File: src/rtl/ext_dev_pkg.sv
// Shared types and defaults for the clocked external I/O device model.
// The state enum and width helpers are used by the top and the record storage.
package ext_dev_pkg;

    typedef enum logic [2:0] {
        ARM,
        FIRE,
        SERVE,
        NEXT,
        HALT
    } ext_dev_state_e;

    localparam int DEF_WORD_SIZE     = 16;
    localparam int DEF_BURST_LEN     = 4;
    localparam int DEF_DEPTH         = 3;
    localparam int DEF_OFFSET_W      = 2;
    localparam int DEF_FIRE_INTERVAL = 1810;
    localparam int DEF_IRQ_TIMEOUT   = 10;
    localparam int DEF_NUM_FIRES     = 2;

    function automatic int rec_width(input int word_size, input int burst_len);
        return word_size * burst_len;
    endfunction

    // One shared down-counter serves both the arm interval and the irq timeout.
    function automatic int cnt_width(input int fire_interval, input int irq_timeout);
        int m;
        m = (fire_interval > irq_timeout) ? fire_interval : irq_timeout;
        return $clog2(m) + 1;
    endfunction

endpackage

File: src/rtl/ext_dev_storage.sv
// DEPTH x record register array: one write port, one registered read port.
// Reads sample the array before the same-edge write lands (read-before-write).
module ext_dev_storage
    import ext_dev_pkg::*;
#(
    parameter int WORD_SIZE = DEF_WORD_SIZE,
    parameter int BURST_LEN = DEF_BURST_LEN,
    parameter int DEPTH     = DEF_DEPTH,
    parameter int OFFSET_W  = DEF_OFFSET_W
) (
    input  logic                                         clk,
    input  logic                                         reset_n,
    input  logic                                         wr_en,
    input  logic [OFFSET_W-1:0]                          wr_addr,
    input  logic [rec_width(WORD_SIZE, BURST_LEN)-1:0]   wr_data,
    input  logic                                         rd_en,
    input  logic [OFFSET_W-1:0]                          rd_addr,
    output logic [rec_width(WORD_SIZE, BURST_LEN)-1:0]   rd_data
);

    localparam int REC_W = rec_width(WORD_SIZE, BURST_LEN);

    logic [DEPTH-1:0][REC_W-1:0] mem;
    logic [REC_W-1:0]            rd_sel;

    // Addresses >= DEPTH match no record, so such writes are dropped.
    always_ff @(posedge clk or negedge reset_n) begin
        if (!reset_n) begin
            mem <= '0;
        end else if (wr_en) begin
            for (int i = 0; i < DEPTH; i++) begin
                if (wr_addr == OFFSET_W'(i)) mem[i] <= wr_data;
            end
        end
    end

    always_comb begin
        rd_sel = '0;
        for (int i = 0; i < DEPTH; i++) begin
            if (rd_addr == OFFSET_W'(i)) rd_sel = mem[i];
        end
    end

    always_ff @(posedge clk or negedge reset_n) begin
        if (!reset_n)   rd_data <= '0;
        else if (rd_en) rd_data <= rd_sel;
    end

endmodule

File: src/rtl/external_device_burst.sv
// Clocked external device: arms, raises interrupt, waits for ack or timeout,
// serves every record once to the DMA, then re-arms until NUM_FIRES is reached.
module external_device_burst
    import ext_dev_pkg::*;
#(
    parameter int WORD_SIZE     = DEF_WORD_SIZE,
    parameter int BURST_LEN     = DEF_BURST_LEN,
    parameter int DEPTH         = DEF_DEPTH,
    parameter int OFFSET_W      = DEF_OFFSET_W,
    parameter int FIRE_INTERVAL = DEF_FIRE_INTERVAL,
    parameter int IRQ_TIMEOUT   = DEF_IRQ_TIMEOUT,
    parameter int NUM_FIRES     = DEF_NUM_FIRES
) (
    input  logic                                         clk,
    input  logic                                         reset_n,
    input  logic                                         ack,
    input  logic                                         rd_en,
    input  logic [OFFSET_W-1:0]                          offset,
    input  logic                                         wr_en,
    input  logic [OFFSET_W-1:0]                          wr_addr,
    input  logic [rec_width(WORD_SIZE, BURST_LEN)-1:0]   wr_data,
    output logic                                         interrupt,
    output logic [rec_width(WORD_SIZE, BURST_LEN)-1:0]   data,
    output logic                                         data_valid,
    output logic                                         rd_err,
    output logic                                         missed,
    output logic                                         done
);

    localparam int CNT_W = cnt_width(FIRE_INTERVAL, IRQ_TIMEOUT);
    localparam int FC_W  = (NUM_FIRES < 2) ? 1 : $clog2(NUM_FIRES + 1);

    localparam logic [CNT_W-1:0]  ARM_LOAD = CNT_W'(FIRE_INTERVAL - 1);
    localparam logic [CNT_W-1:0]  IRQ_LOAD = CNT_W'(IRQ_TIMEOUT - 1);
    // One extra bit so DEPTH == 2**OFFSET_W does not truncate to zero.
    localparam logic [OFFSET_W:0] DEPTH_L  = (OFFSET_W + 1)'(DEPTH);

    ext_dev_state_e   state, state_nxt;
    logic [CNT_W-1:0] cnt, cnt_nxt;
    logic [DEPTH-1:0] served_mask, mask_nxt;
    logic [FC_W-1:0]  fire_cnt, fc_nxt;
    logic             irq_nxt;
    logic             miss_set;
    logic             rd_legal;

    assign rd_legal = (state == SERVE) && rd_en && ({1'b0, offset} < DEPTH_L);
    assign done     = (state == HALT);

    always_comb begin
        state_nxt = state;
        cnt_nxt   = cnt;
        mask_nxt  = served_mask;
        fc_nxt    = fire_cnt;
        irq_nxt   = 1'b0;
        miss_set  = 1'b0;
        unique case (state)
            ARM: begin
                if (cnt == '0) begin
                    state_nxt = FIRE;
                    cnt_nxt   = IRQ_LOAD;
                    irq_nxt   = 1'b1;
                end else begin
                    cnt_nxt = cnt - 1'b1;
                end
            end
            FIRE: begin
                // ack beats a timeout expiring on the same edge
                if (ack) begin
                    state_nxt = SERVE;
                end else if (cnt == '0) begin
                    state_nxt = NEXT;
                    miss_set  = 1'b1;
                end else begin
                    cnt_nxt = cnt - 1'b1;
                    irq_nxt = 1'b1;
                end
            end
            SERVE: begin
                for (int i = 0; i < DEPTH; i++) begin
                    if (rd_legal && offset == OFFSET_W'(i)) mask_nxt[i] = 1'b1;
                end
                if (&mask_nxt) state_nxt = NEXT;
            end
            NEXT: begin
                mask_nxt = '0;
                fc_nxt   = fire_cnt + 1'b1;
                if ((NUM_FIRES != 0) && (fc_nxt == FC_W'(NUM_FIRES))) begin
                    state_nxt = HALT;
                end else begin
                    state_nxt = ARM;
                    cnt_nxt   = ARM_LOAD;
                end
            end
            HALT: state_nxt = HALT;
            default: begin
                state_nxt = ARM;
                cnt_nxt   = ARM_LOAD;
            end
        endcase
    end

    always_ff @(posedge clk or negedge reset_n) begin
        if (!reset_n) begin
            state       <= ARM;
            cnt         <= ARM_LOAD;
            served_mask <= '0;
            fire_cnt    <= '0;
            interrupt   <= 1'b0;
            data_valid  <= 1'b0;
            rd_err      <= 1'b0;
            missed      <= 1'b0;
        end else begin
            state       <= state_nxt;
            cnt         <= cnt_nxt;
            served_mask <= mask_nxt;
            fire_cnt    <= fc_nxt;
            interrupt   <= irq_nxt;
            data_valid  <= rd_legal;
            rd_err      <= rd_en & ~rd_legal;
            missed      <= missed | miss_set;
        end
    end

    ext_dev_storage #(
        .WORD_SIZE (WORD_SIZE),
        .BURST_LEN (BURST_LEN),
        .DEPTH     (DEPTH),
        .OFFSET_W  (OFFSET_W)
    ) u_storage (
        .clk     (clk),
        .reset_n (reset_n),
        .wr_en   (wr_en),
        .wr_addr (wr_addr),
        .wr_data (wr_data),
        .rd_en   (rd_legal),
        .rd_addr (offset),
        .rd_data (data)
    );

endmodule

File: config.mk
export PLATFORM = sky130hd
export DESIGN_NAME = external_device_burst
export DESIGN_NICKNAME = d
export VERILOG_FILES = /design/src/rtl/ext_dev_pkg.sv /design/src/rtl/ext_dev_storage.sv /design/src/rtl/external_device_burst.sv
export SDC_FILE = /design/constraint.sdc
export NUM_CORES = 1
export LEC_CHECK = 0
export CAP_MARGIN = 20
export CORE_ASPECT_RATIO = 1.25
export CORE_MARGIN = 10
export CORE_UTILIZATION = 35
export CTS_BUF_LIST = sky130_fd_sc_hd__clkbuf_2 sky130_fd_sc_hd__clkbuf_4 sky130_fd_sc_hd__clkbuf_8
export DETAILED_ROUTE_END_ITERATION = 16
export HOLD_SLACK_MARGIN = 0.05
export PLACE_DENSITY = 0.54
export SYNTH_ARGS = -nofsm -noshare
export SYNTH_HDL_FRONTEND = slang
export SYNTH_SLANG_ARGS = --single-unit
File: constraint.sdc
create_clock -name clk -period 3.9 [get_ports clk]
set_clock_uncertainty 0.1 [all_clocks]
set_input_delay 0.78 -clock clk [delete_from_list [all_inputs] [get_ports clk]]
set_output_delay 0.78 -clock clk [all_outputs]
set_load 0.02 [all_outputs]
==> run_results.csv <==
group,metric,value,unit
sta,finalSetupTns,0,ps
floorplanning,num_rows,76,
worst_setup_path,end_kind,"output pin",
global_route,grt_usage,13.38,%
clock_network,ctsHoldBuffers,0,
global_route,grt_overflow,0,
logic_synthesis,yosysSeqAreaShare,56.92,%
floorplanning,io_pins,142,
clock_network,htree_levels,2,
status,status,"finished clean",
drt,drt-initial-drc-count,295,
logic_synthesis,ys.warnings.count,0,
power_and_ir_drop,design_power_total,9.764,mW
worst_setup_path,crit_required,3020,ps
sta,timing.final.max_slew_violations,0,
sta,clock.fmax,332.2,MHz
power_and_ir_drop,power_density,640.9,mW/mm2
worst_setup_path,worst_setup_path_start_kind,"flop",
clock_network,cts_root_buffer,"clkbuf_8",
drt,drc,0,
placed_design,placed_area,0.01418,mm2
drt,drt_wl_total,29150,um
power_and_ir_drop,switching_share,30.77,%
global_route,antenna_found_initial,4,
power_and_ir_drop,p_int,6.759,mW
drt,vias_per_cell,4.945,
placed_design,port-buffer-count,141,
clock_network,clock_sinks,280,
logic_synthesis,syn_avg_cell_area,13.55,um2
drt,via_count,7734,
layout,fillers,3251,
worst_setup_path,path_delay_family,"buffers and inverters",
floorplanning,die-width,187.8,um
worst_setup_path,crit_arrival,2130,ps
power_and_ir_drop,clockPowerShare,28.8,%
clock_network,clkLatencyLatePin,570,ps
sta,setup_violations,0,
global_route,grt_max_degree,88,
placed_design,place_congestion,0.7227,
clock_network,cts.path.max_buffers,3,
logic_synthesis,synth-edff-count,0,
layout,area_delta_synth_final,23.65,%
placed_design,hpwl,17430,um
sta,final-hold-violation-count,0,
layout,layout-drive-gt1-share,34.28,%
worst_setup_path,cpPeakStageDelay,690,ps
worst_setup_path,crit_chain,"nor3b_1 > clkdlybuf4s50_1",
floorplanning,die_area,0.04315,mm2
logic_synthesis,synth_area,0.01232,mm2
logic_synthesis,synthCells,909,
hold_path,hp-class,"in -> async",
sta,holdWs,67.06,ps
global_route,grt_pass1_wl,46790,um
clock_network,cts_tree,"built",
sta,rsz0062_at_grt,"false",
power_and_ir_drop,ir_worst_vdd,0.3010,mV
layout,layout.nets,1132,
layout,instances_no_fill,1564,
power_and_ir_drop,power_frac_seq,42.7,%
power_and_ir_drop,power.switching,3.004,mW
drt,post_drt_wl_per_cell,18.64,um
flow_run,max-cap-violations,0,
logic_synthesis,synthFlopType,"dfrtp_1",
power_and_ir_drop,p_leak,6.527,nW
drt,first_pass_iters,5,
sta,worstMarginPinSlew,775.1,ps
clock_network,cts_resized,0,
sta,finalCriticalPeriod,3010,ps
worst_setup_path,worst-setup-path-type,"reg -> out",
worst_setup_path,worst-path-buf-inv,1,
global_route,grt_pass1_vias,8258,
sta,period_share,77.18,%
sta,maxSlewHeadroom,48.21,%
power_and_ir_drop,comb_power_share,28.5,%
logic_synthesis,async_flop_share,100.0,%
clock_network,cts_buffers,48,
drt,ant_nets,0,
layout,fin_area,0.01523,mm2
floorplanning,coreArea,0.03461,mm2
logic_synthesis,synth_nets,985,
logic_synthesis,synth-seq-cells,280,
clock_network,cts_setup_buffers,0,
worst_setup_path,cp_slowest_cell,"clkdlybuf4s50_1",
clock_network,clkSlewWorstSetupHoldPaths,60,ps
floorplanning,start_util,35.59,%
logic_synthesis,post_synth_num_cell_types,62,
floorplanning,die-height,229.8,um
worst_setup_path,critPathMaxFanout,11,
placed_design,place_inst,1474,
==> synth_stat cells, types with 2 or more instances <==
cell type / instances / area (um2)
dfrtp_1: 275 / 6882
and2_1: 2 / 12.51
nor2_1: 13 / 48.80
o21a_1: 2 / 15.01
mux2_2: 245 / 2759
buf_6: 9 / 101.4
a311oi_1: 2 / 17.52
a41o_1: 2 / 20.02
dfstp_2: 5 / 131.4
mux2_1: 11 / 123.9
inv_1: 8 / 30.03
a31oi_1: 3 / 18.77
nand3_1: 3 / 15.01
nor3b_1: 4 / 30.03
clkbuf_1: 12 / 45.04
buf_2: 37 / 185.2
o31ai_1: 5 / 37.54
mux2i_1: 66 / 660.6
o21ai_0: 68 / 340.3
nand2_1: 75 / 281.5
a211oi_2: 2 / 25.02
ha_1: 3 / 37.54
nor4_4: 2 / 42.54
nor4b_1: 2 / 17.52
nor3_1: 5 / 25.02
nand3b_1: 2 / 15.01
nor2b_1: 2 / 12.51
a21oi_1: 10 / 50.05
==> placed cells by master (no fill, tap or decap), drive strengths merged, types with 4 or more instances in the layout <==
cell type	Yosys	final
dfstp	5	5
o21ai	68	68
dfrtp	275	275
clkbuf	12	78
inv	8	9
nor2	13	13
a21oi	10	10
clkinv	0	8
clkdlybuf4s50	0	138
nor3	6	6
mux2i	66	66
mux2	256	256
buf	47	18
nand2	75	75
o31ai	5	5
nor3b	4	4
==> per-layer routing <==
layer  wire length [um]  track usage (%)  vias to the layer above
met5                 32                0                        -
met4                574            4.131                        4
met2              13940            21.97                      147
li1                   -                -                     3558
met1              13160            16.84                     3972
met3               1443            3.604                       53
==> cells by family after synthesis <==
family,Yosys count,synth area share (%)
buffers and inverters,67,2.996
AOI/OAI and AO/OA,110,5.545
and+or+nand+nor,125,5.271
muxes,322,28.76
DFF,280,56.92
xor gates and xnor gates,2,0.2032
adders and majority gates,3,0.3047
==> registers in the layout (all words and copies together) (netlist names) <==
signal,flops
u_storage.mem,192
u_storage.rd_data,64
data_valid,1
cnt,12
fire_cnt,2
missed,1
state,3
rd_err,1
interrupt,1
served_mask,3
==> cell type report <==
type / count / area, um2 / area share [%]
flip-flops and latches: 280 / 7013 / 46.03
repair buffers: 156 / 1597 / 10.48
well taps: 468 / 585.6 / 3.844
multi-input cells: 562 / 4952 / 32.51
inverters: 8 / 30.03 / 0.1971
clock inverters: 10 / 60.06 / 0.3942
clock buffers: 78 / 992.2 / 6.513
diodes: 2 / 5.005 / 0.03285
==> path summary, 6_finish.rpt <==
kind	slack (ps)	from	cells after the start	to
max in group asynchronous	2720	reset_n	2	u_storage.mem[136]
min	70	reset_n	1	u_storage.mem[52]
max reg2reg	1700	cnt[1]	6	cnt[6]
max	890	state[0]	2	done
min reg2reg	380	fire_cnt[0]	1	fire_cnt[0]
min in group clk	380	fire_cnt[0]	1	fire_cnt[0]
==> per-stage QoR <==
stage	worst slack (ps)	util, %
2_1_floorplan	1708	-
3_3_place_gp	952.4	40.96
3_5_place_dp	943.5	40.96
4_1_cts	794.6	44.00
5_1_grt	716.6	44.01
6_report	889.9	44.01
==> power groups by stage <==
stage | registers [mW] | logic [mW] | clock network [mW]
2_1_floorplan | 4.45 | 1.44 | 0
3_3_place_gp | 4.21 | 2.78 | 0
3_5_place_dp | 4.22 | 2.83 | 0
4_1_cts | 4.18 | 2.84 | 2.92
5_1_grt | 4.27 | 3.04 | 3.06
6_report | 4.17 | 2.78 | 2.81
Note: power is estimated with default switching activity, not from simulation.
